$ cat src/rtl/fetch_unit.sv
// Decoupled instruction fetch front end: credit-limited in-order read requests,
// a DEPTH-entry prefetch FIFO of {pc, instr}, and flush-on-redirect with stale-response drop.
module fetch_unit #(
  parameter int                    ADDR_WIDTH  = 32,
  parameter int                    INSTR_WIDTH = 32,
  parameter int                    DEPTH       = 4,
  parameter logic [ADDR_WIDTH-1:0] RESET_PC    = '0
) (
  input  logic                   clk_i,
  input  logic                   reset_i,
  output logic                   mem_rd_req_valid_o,
  input  logic                   mem_rd_req_ready_i,
  output logic [ADDR_WIDTH-1:0]  mem_rd_addr_o,
  input  logic                   mem_rd_resp_valid_i,
  input  logic [INSTR_WIDTH-1:0] mem_rd_data_i,
  input  logic                   redirect_i,
  input  logic [ADDR_WIDTH-1:0]  redirect_pc_i,
  output logic                   instr_valid_o,
  input  logic                   instr_ready_i,
  output logic [INSTR_WIDTH-1:0] instr_o,
  output logic [ADDR_WIDTH-1:0]  instr_pc_o
);

  localparam int CW = $clog2(DEPTH) + 1;
  localparam int PW = $clog2(DEPTH);
  localparam logic [ADDR_WIDTH-1:0] PC_INC = ADDR_WIDTH'(INSTR_WIDTH / 8);

  logic [ADDR_WIDTH-1:0]  fetch_pc_q, fetch_pc_d;
  logic [ADDR_WIDTH-1:0]  resp_pc_q, resp_pc_d;
  logic [CW-1:0]          inflight_q, inflight_d;
  logic [CW-1:0]          drop_q, drop_d;
  logic [CW-1:0]          count_q, count_d;
  logic [PW-1:0]          rd_ptr_q, rd_ptr_d;
  logic [PW-1:0]          wr_ptr_q, wr_ptr_d;
  logic [ADDR_WIDTH-1:0]  pc_mem [DEPTH];
  logic [INSTR_WIDTH-1:0] instr_mem [DEPTH];

  logic          accept, resp, push, pop;
  logic [CW:0]   used;

  // One extra bit so the credit sum cannot wrap.
  assign used               = {1'b0, count_q} + {1'b0, inflight_q} - {1'b0, drop_q};
  assign mem_rd_req_valid_o = used < (CW+1)'(DEPTH);
  assign mem_rd_addr_o      = fetch_pc_q;
  assign instr_valid_o      = count_q != '0;
  assign instr_o            = instr_mem[rd_ptr_q];
  assign instr_pc_o         = pc_mem[rd_ptr_q];

  assign accept = mem_rd_req_valid_o && mem_rd_req_ready_i;
  assign resp   = mem_rd_resp_valid_i && (inflight_q != '0);
  assign push   = resp && (drop_q == '0) && !redirect_i;
  assign pop    = instr_valid_o && instr_ready_i;

  always_comb begin
    fetch_pc_d = fetch_pc_q;
    resp_pc_d  = resp_pc_q;
    inflight_d = inflight_q + CW'(accept) - CW'(resp);
    drop_d     = drop_q - CW'(resp && (drop_q != '0));
    count_d    = count_q + CW'(push) - CW'(pop);
    rd_ptr_d   = rd_ptr_q + PW'(pop);
    wr_ptr_d   = wr_ptr_q + PW'(push);
    if (accept) fetch_pc_d = fetch_pc_q + PC_INC;
    if (push)   resp_pc_d  = resp_pc_q + PC_INC;
    // Everything still outstanding after this cycle's updates is stale.
    if (redirect_i) begin
      fetch_pc_d = redirect_pc_i;
      resp_pc_d  = redirect_pc_i;
      drop_d     = inflight_d;
      count_d    = '0;
      rd_ptr_d   = '0;
      wr_ptr_d   = '0;
    end
  end

  always_ff @(posedge clk_i) begin
    if (reset_i) begin
      fetch_pc_q <= RESET_PC;
      resp_pc_q  <= RESET_PC;
      inflight_q <= '0;
      drop_q     <= '0;
      count_q    <= '0;
      rd_ptr_q   <= '0;
      wr_ptr_q   <= '0;
    end else begin
      fetch_pc_q <= fetch_pc_d;
      resp_pc_q  <= resp_pc_d;
      inflight_q <= inflight_d;
      drop_q     <= drop_d;
      count_q    <= count_d;
      rd_ptr_q   <= rd_ptr_d;
      wr_ptr_q   <= wr_ptr_d;
    end
  end

  always_ff @(posedge clk_i) begin
    if (push) begin
      pc_mem[wr_ptr_q]    <= resp_pc_q;
      instr_mem[wr_ptr_q] <= mem_rd_data_i;
    end
  end

  always_ff @(posedge clk_i) begin
    if (!reset_i) begin
      assert (!(mem_rd_resp_valid_i && inflight_q == '0))
        else $error("fetch_unit: read response with no request in flight");
      assert (!(push && count_q == CW'(DEPTH) && !pop))
        else $error("fetch_unit: prefetch FIFO overflow");
    end
  end

endmodule

$ cat config.mk
export PLATFORM = sky130hd
export DESIGN_NAME = fetch_unit
export DESIGN_NICKNAME = d
export VERILOG_FILES = /design/src/rtl/fetch_unit.sv
export SDC_FILE = /design/constraint.sdc
export NUM_CORES = 1
export LEC_CHECK = 0
export BUFFER_PORTS_ARGS = -buffer_cell sky130_fd_sc_hd__buf_2
export CAP_MARGIN = 20
export CORE_UTILIZATION = 50
export CTS_CLUSTER_SIZE = 24
export DETAILED_ROUTE_END_ITERATION = 7
export PLACE_DENSITY_LB_ADDON = 0.05
export SLEW_MARGIN = 5
export SYNTH_ARGS = -nofsm -noshare
export SYNTH_HDL_FRONTEND = slang
export SYNTH_SLANG_ARGS = --single-unit
export TNS_END_PERCENT = 30
$ cat constraint.sdc
create_clock -name clk_i -period 6.2 [get_ports clk_i]
set_clock_uncertainty 0.1 [all_clocks]
set_input_delay 0.62 -clock clk_i [delete_from_list [all_inputs] [get_ports clk_i]]
set_output_delay 0.62 -clock clk_i [all_outputs]
set_load 0.02 [all_outputs]
==> results.yml, run 1 <==
power_and_ir_drop:
  power-per-cell-area_mw_per_mm2: 343
  total_power_mw: 5.41
  leakage_nw: 5.64
  ir_worst_vdd_uv: 202
sta:
  final.hold.worst_slack_ps: 231
  maxSlewHeadroom_pct: 32.2
  setup-violations-final: 0
  rsz0062_at_grt: "false"
  final_hold_viol_count: 0
  worstMarginPinSlew_ps: 1020
  share_of_the_clock_period_used_by_the_worst_path_pct: 64.8
  finalSetupTns_ps: 0
  maxClockFrequency_mhz: 249
  min_period_ps: 4020
  max_transition_viols_final: 0
clocking:
  tritoncts_clock_tree: "done"
  cts-resized-gates: 0
  clock_insertion_delay_worst_skew_ps: 500
  path_clk_slew_ps: 60
  htree_num_levels: 2
  ctsLongestPathBuffers: 3
  cts_setup_buffers: 0
  clock_sinks: 333
  tritoncts.num_buffers: 35
  postCtsHoldBufs: 0
  root_cell_of_the_clock_tree: "clkbuf_16"
worst_setup_path:
  worstSetupPathType: "reg -> reg"
  register_to_register_path_setup_slack_ps: 2180
  worstSetupEndpointType: "flip-flop"
  critical_path.cell_chain: "inv_1 > fa_1 > inv_1 > ha_1 > and3b_1 > o211a_1 > o21ai_1 > ha_1 > inv_1 > ha_1 > fa_1 > xnor2_1 > xnor2_1 > a211oi_1"
  worst_path_max_delay_cell: "o211a_1"
  crit_path_max_fanout: 19
  worst-r2r-cell-count: 14
  worst_ep_arrival_time_ps: 4250
  max_stage_delay_ps: 620
  cp.required_ps: 6440
  start_kind: "flip-flop"
  reg2reg_from: "inflight_q[1]$_SDFF_PP0_"
  r2r_end: "drop_q[2]$_SDFF_PP0_"
floorplan:
  die-width_um: 166
  placementRows: 59
  design.portCount: 168
  y_dimension_of_the_die_um: 166
  design.die.area_mm2: 0.0276
  design.core.area_mm2: 0.0262
  initial_utilization_pct: 51.4
routing:
  antenna_left: 0
  drt-total-wl_um: 26100
  first_pass_iters: 7
  routedWlPerCell_um: 19.3
  vias_per_cell: 5.50
  detail_route.iter0.violations: 481
  route.detailed.drc: 8
  dr_total_vias: 7454
grt:
  total_global_route_track_usage_pct: 19.2
  grt_pass1_wl_um: 41200
  number_of_global_route_vias_before_repair: 7525
  grt_start_max_net_pins: 66
  grt_overflow_total: 0
  initial_antenna_violation_count: 0
finish:
  final_net_count: 1083
  multi_input_comb_area_mm2: 0.00391
  final-seq-area_mm2: 0.00923
  layout.filler_cells: 2023
  layout-area-overhead-vs-synth_pct: 17.2
  diodes_inserted: 0
  post_route_cells_drive_above_1_share_pct: 29.6
placement:
  place_congestion: 0.765
  half_perimeter_wire_length_after_detailed_placement_um: 16000
  input_output_buffers: 167
job:
  drv_cap: 0
outcome:
  status: "finished with violations"
  failed_checks: "design-rule violations"
min_path:
  worstHoldPathCells: 1
  hold_removal_path_class: "in -> reg"
  min-delay-start: "mem_rd_data_i[26]"
  worstHoldEndpoint: "instr_mem[2][26]$_DFFE_PP_"
synthesis:
  avgSynthCellArea_um2: 16.3
  synth.ff_latch_count: 333
  synth_sequential_area_ratio_pct: 68.6
  synthesis.area_mm2: 0.0135
  yosysWarnings: 0
  postSynthCellCount: 824
  synth_cell_types: 45
  postSynthNetCount: 911
[worst max-delay path by stage]
stage / startpoint / to / slack [ps]
after floorplan: mem_rd_resp_valid_i / instr_mem[1][0]$_DFFE_PP_ / 1670
after global placement: inflight_q[1]$_SDFF_PP0_ / drop_q[2]$_SDFF_PP0_ / 2210
after detailed placement: inflight_q[1]$_SDFF_PP0_ / drop_q[2]$_SDFF_PP0_ / 2170
after CTS: inflight_q[1]$_SDFF_PP0_ / drop_q[2]$_SDFF_PP0_ / 2160
after global routing: inflight_q[1]$_SDFF_PP0_ / drop_q[2]$_SDFF_PP0_ / 1900
final: inflight_q[1]$_SDFF_PP0_ / drop_q[2]$_SDFF_PP0_ / 2180
[flip-flops by register name (all words and copies together), names as in the netlist]
| name | cells |
|---|---|
| resp_pc_q | 32 |
| pc_mem | 128 |
| count_q | 3 |
| rd_ptr_q | 2 |
| wr_ptr_q | 2 |
| mem_rd_addr_o | 32 |
| inflight_q | 3 |
| instr_mem | 128 |
| drop_q | 3 |
[cell usage after synthesis (all sizes together)]
master	count	share of area (%)
dfxtp	77	11
nand2	23	0.64
xor2	22	1.4
nor2	23	0.64
a211oi	1	0.056
nor3b	2	0.11
nor4b	1	0.065
and3b	1	0.065
o2111ai	13	1.0
o31a	15	0.98
or3	1	0.047
and3	8	0.37
mux2	1	0.084
nand4	9	0.62
nor4	12	0.78
inv	51	1.4
and2	7	0.33
and4	4	0.26
nor2b	4	0.19
o21a	55	3.1
xnor2	31	2.0
nand2b	4	0.19
a31o	1	0.065
o21ai	1	0.037
o311a	1	0.074
mux4	64	11
nor3	25	0.93
edfxtp	256	57
o211a	1	0.074
clkbuf	29	0.81
nand3	11	0.41
o211ai	4	0.33
fa	4	0.59
or2	1	0.047
buf	11	0.39
ha	13	1.2
a21oi	37	1.4
[critical path: cells and delay by family (launching register included)]
kind	cells	cell delay (ps)
flip-flops	1	360
adder cells (fa/ha/maj)	5	1680
AO/OA/AOI/OAI	3	960
XOR/XNOR	2	350
AND/OR/NAND/NOR	1	220
buffers and inverters	3	180
[layout by cell type, fill, tap and decap left out, drive strengths merged, types with 25 or more instances in the layout]
| cell | count |
|---|---|
| clkbuf | 45 |
| mux4 | 64 |
| inv | 51 |
| dfxtp | 77 |
| a21oi | 37 |
| xnor2 | 31 |
| buf | 175 |
| o21a | 55 |
| nor3 | 25 |
| edfxtp | 256 |
[logic make-up after synthesis]
| kind of cell | after synthesis | synth area share (%) |
|---|---|---|
| muxes | 65 | 10.8 |
| adders and majority gates | 17 | 1.80 |
| and+or+nand+nor | 136 | 5.69 |
| DFF | 333 | 68.6 |
| buffers and inverters | 91 | 2.62 |
| AOI/OAI and AO/OA | 129 | 7.07 |
| xor gates and xnor gates | 53 | 3.45 |
[per-layer routing]
layer	vias to the layer above	wire [um]	share of wire [%]	GRT usage, %
met1	3706	12500	48	27.9
met3	32	1290	4.9	3.48
met5	-	0	0	0
li1	3523	-	-	-
met4	0	434	1.7	5.16
met2	193	11900	46	30.2
[final cells by class]
class / count / share of cell area (%)
clock buffer: 45 / 6.06
clock inverter: 16 / 1.09
sequential: 333 / 58.5
tap: 335 / 2.66
timing repair buffer: 175 / 5.69
multi-input combinational: 400 / 24.8
inverter: 51 / 1.21
[report_power, final]
part | internal (mW) | switching (mW)
clock network | 1.25 | 0.798
logic | 0.286 | 0.455
registers | 2.53 | 0.0859
total | 4.07 | 1.34
[metrics by stage]
stage / std cells / instance area [um^2] / utilization, % / setup WS, ps
final: 1355 / 15800 / 60.2 / 2180
after CTS: 1355 / 15800 / 60.2 / 2160
after floorplan: 824 / 13500 / - / 1670
after global placement: 1294 / 14600 / 55.9 / 2210
after global routing: 1355 / 15800 / 60.2 / 1900
after detailed placement: 1294 / 14600 / 55.9 / 2170
No activity file was read; power rests on OpenSTA's default activity.
==> run 2, diff against run 1 <==
clock period = 3.8 ns   (was 6.2 ns; I/O delays follow)
==> results.yml, run 2 (synthesis gave the netlist of run 1 again) <==
outcome:
  status: "finished with violations"
  failed_checks: "design-rule violations"
sta:
  final.hold.worst_slack_ps: 63.5
  max_transition_viols_final: 0
  worstMarginPinSlew_ps: 901
  final_hold_viol_count: 0
  maxClockFrequency_mhz: 285
  min_period_ps: 3510
  setup-violations-final: 0
  maxSlewHeadroom_pct: 39.9
  rsz0062_at_grt: "false"
  share_of_the_clock_period_used_by_the_worst_path_pct: 92.4
clocking:
  path_clk_slew_ps: 60
  clock_sinks: 333
  tritoncts_clock_tree: "done"
  clock_insertion_delay_worst_skew_ps: 500
  ctsLongestPathBuffers: 3
  htree_num_levels: 2
  root_cell_of_the_clock_tree: "clkbuf_16"
  tritoncts.num_buffers: 35
worst_setup_path:
  worst_ep_arrival_time_ps: 3750
  r2r_end: "drop_q[2]$_SDFF_PP0_"
  cp.required_ps: 4040
  critical_path.cell_chain: "inv_1 > fa_1 > inv_1 > ha_1 > and3b_1 > nor4_4 > o21ai_1 > ha_1 > inv_1 > ha_1 > fa_1 > xnor2_1 > xnor2_1 > a211oi_1"
  start_kind: "flip-flop"
  max_stage_delay_ps: 540
  reg2reg_from: "inflight_q[1]$_SDFF_PP0_"
  cp.buffers_inverters: 3
  critPathTopFamily: "adder cells"
  crit_path_max_fanout: 3
  worstSetupEndpointType: "flip-flop"
  worst_path_max_delay_cell: "fa_1"
  worstSetupPathType: "reg -> reg"
  register_to_register_path_setup_slack_ps: 290
  worst-r2r-cell-count: 14
finish:
  layout_common_cells: "256 x edfxtp_1, 166 x buf_2, 75 x dfxtp_1, 64 x mux4_2, 55 x o21a_1"
  largest_registers: "instr_mem: 128 flops, pc_mem: 128 flops"
  post_route_cells_drive_above_1_share_pct: 29.4
  final-instance-count-excl-fill: 1396
  final_net_count: 1122
  layout-area-overhead-vs-synth_pct: 20.6
  layout_commonest_cell: "edfxtp_1"
  diodes_inserted: 0
power_and_ir_drop:
  ir_worst_vdd_uv: 470
  leakage_nw: 5.82
  power-per-cell-area_mw_per_mm2: 549
grt:
  grt_start_max_net_pins: 74
  number_of_global_route_vias_before_repair: 7845
  grt_overflow_total: 0
  grt_pass1_wl_um: 42400
  initial_antenna_violation_count: 0
  total_global_route_track_usage_pct: 19.7
routing:
  routedWlPerCell_um: 19.0
  met3WireLength_um: 1720
  vias_per_cell: 5.43
  wl_met1_um: 12400
  top_layer_used: "met4"
  met2_length_um: 12000
  first_pass_iters: 7
  route.detailed.drc: 11
  drt-total-wl_um: 26500
  detail_route.iter0.violations: 387
  dr_total_vias: 7586
  antenna_left: 0
placement:
  half_perimeter_wire_length_after_detailed_placement_um: 16200
  placed_cells_incl_taps: 1301
  place_congestion: 0.767
  input_output_buffers: 167
floorplan:
  design.core.area_mm2: 0.0262
  die-width_um: 166
  design.die.area_mm2: 0.0276
  initial_utilization_pct: 51.4
  design.portCount: 168
  y_dimension_of_the_die_um: 166
  placementRows: 59
min_path:
  worstHoldEndpoint: "mem_rd_addr_o[1]$_SDFFE_PP0P_"
  worstHoldPathCells: 3
  min-delay-start: "redirect_pc_i[1]"
  hold_removal_path_class: "in -> reg"
job:
  drv_cap: 0
-- run 2: cell types whose count changed in the layout (fill, tap and decap cells not counted) --
| cell | previous run | this run |
|---|---|---|
| buf_12 | 0 | 7 |
| clkinv_2 | 5 | 7 |
| clkbuf_8 | 0 | 1 |
| clkinv_1 | 7 | 6 |
| bufinv_16 | 4 | 3 |
| clkinvlp_4 | 0 | 1 |
| dlygate4sd3_1 | 0 | 32 |
-- run 2: power by group --
part / switching [mW] / internal (mW)
clock network: 1.32 / 2.00
logic: 0.771 / 0.547
registers: 0.141 / 4.12
-- run 2: routing by layer --
layer / global-route usage, % / up-vias
li1: - / 3604
met1: 28.5 / 3721
met2: 31.1 / 226
met3: 3.50 / 35
met4: 4.96 / 0
met5: 0 / -
-- run 2: timing repair --
| action | in CTS | in global routing |
|---|---|---|
| hold buffers | 32 | 0 |
| gates resized for setup | 0 | 0 |
| hold endpoints to repair | 128 | 0 |
| setup buffers | 0 | 0 |
| endpoints found under the setup margin | 0 | 0 |
-- run 2: layout make-up --
class                      instances  area [um^2]
multi-input combinational        400         3910
timing repair buffer             214         1360
clock buffer                      46          970
fill                            1977         9970
tap                              335          419
inverter                          51          191
sequential                       333         9230
clock inverter                    17          155
-- run 2: how the worst max path moves through the flow --
| stage | slack (ps) | cells past startpoint | startpoint | end |
|---|---|---|---|---|
| 3_3_place_gp | 340 | 14 | inflight_q[1]$_SDFF_PP0_ | drop_q[2]$_SDFF_PP0_ |
| 6_report | 290 | 14 | inflight_q[1]$_SDFF_PP0_ | drop_q[2]$_SDFF_PP0_ |
| 5_1_grt | 40 | 14 | inflight_q[1]$_SDFF_PP0_ | drop_q[2]$_SDFF_PP0_ |
| 4_1_cts | 260 | 14 | inflight_q[1]$_SDFF_PP0_ | drop_q[2]$_SDFF_PP0_ |
| 2_1_floorplan | -680 | 5 | drop_q[1]$_SDFF_PP0_ | instr_mem[2][0]$_DFFE_PP_ |
| 3_5_place_dp | 280 | 14 | inflight_q[1]$_SDFF_PP0_ | drop_q[2]$_SDFF_PP0_ |
-- run 2: worst reg2reg max path, stage by stage, from the launching register on --
cell,delay [ps]
dfxtp_1,360
inv_1,110
fa_1,540
inv_1,40
ha_1,280
and3b_1,220
nor4_4,230
o21ai_1,130
ha_1,290
inv_1,40
ha_1,180
fa_1,380
xnor2_1,200
xnor2_1,160
a211oi_1,90
-- run 2: per-stage QoR --
stage | TNS (ps) | util, % | instance area [um^2] | power (mW) | worst slack (ps)
after detailed placement | 0 | 56.4 | 14800 | 5.64 | 284
final | 0 | 61.9 | 16200 | 8.91 | 287
after floorplan | -74080 | - | 13500 | 5.20 | -684
after global routing | 0 | 61.9 | 16200 | 9.28 | 43.3
after CTS | 0 | 61.9 | 16200 | 9.00 | 257
after global placement | 0 | 56.4 | 14800 | 5.63 | 343
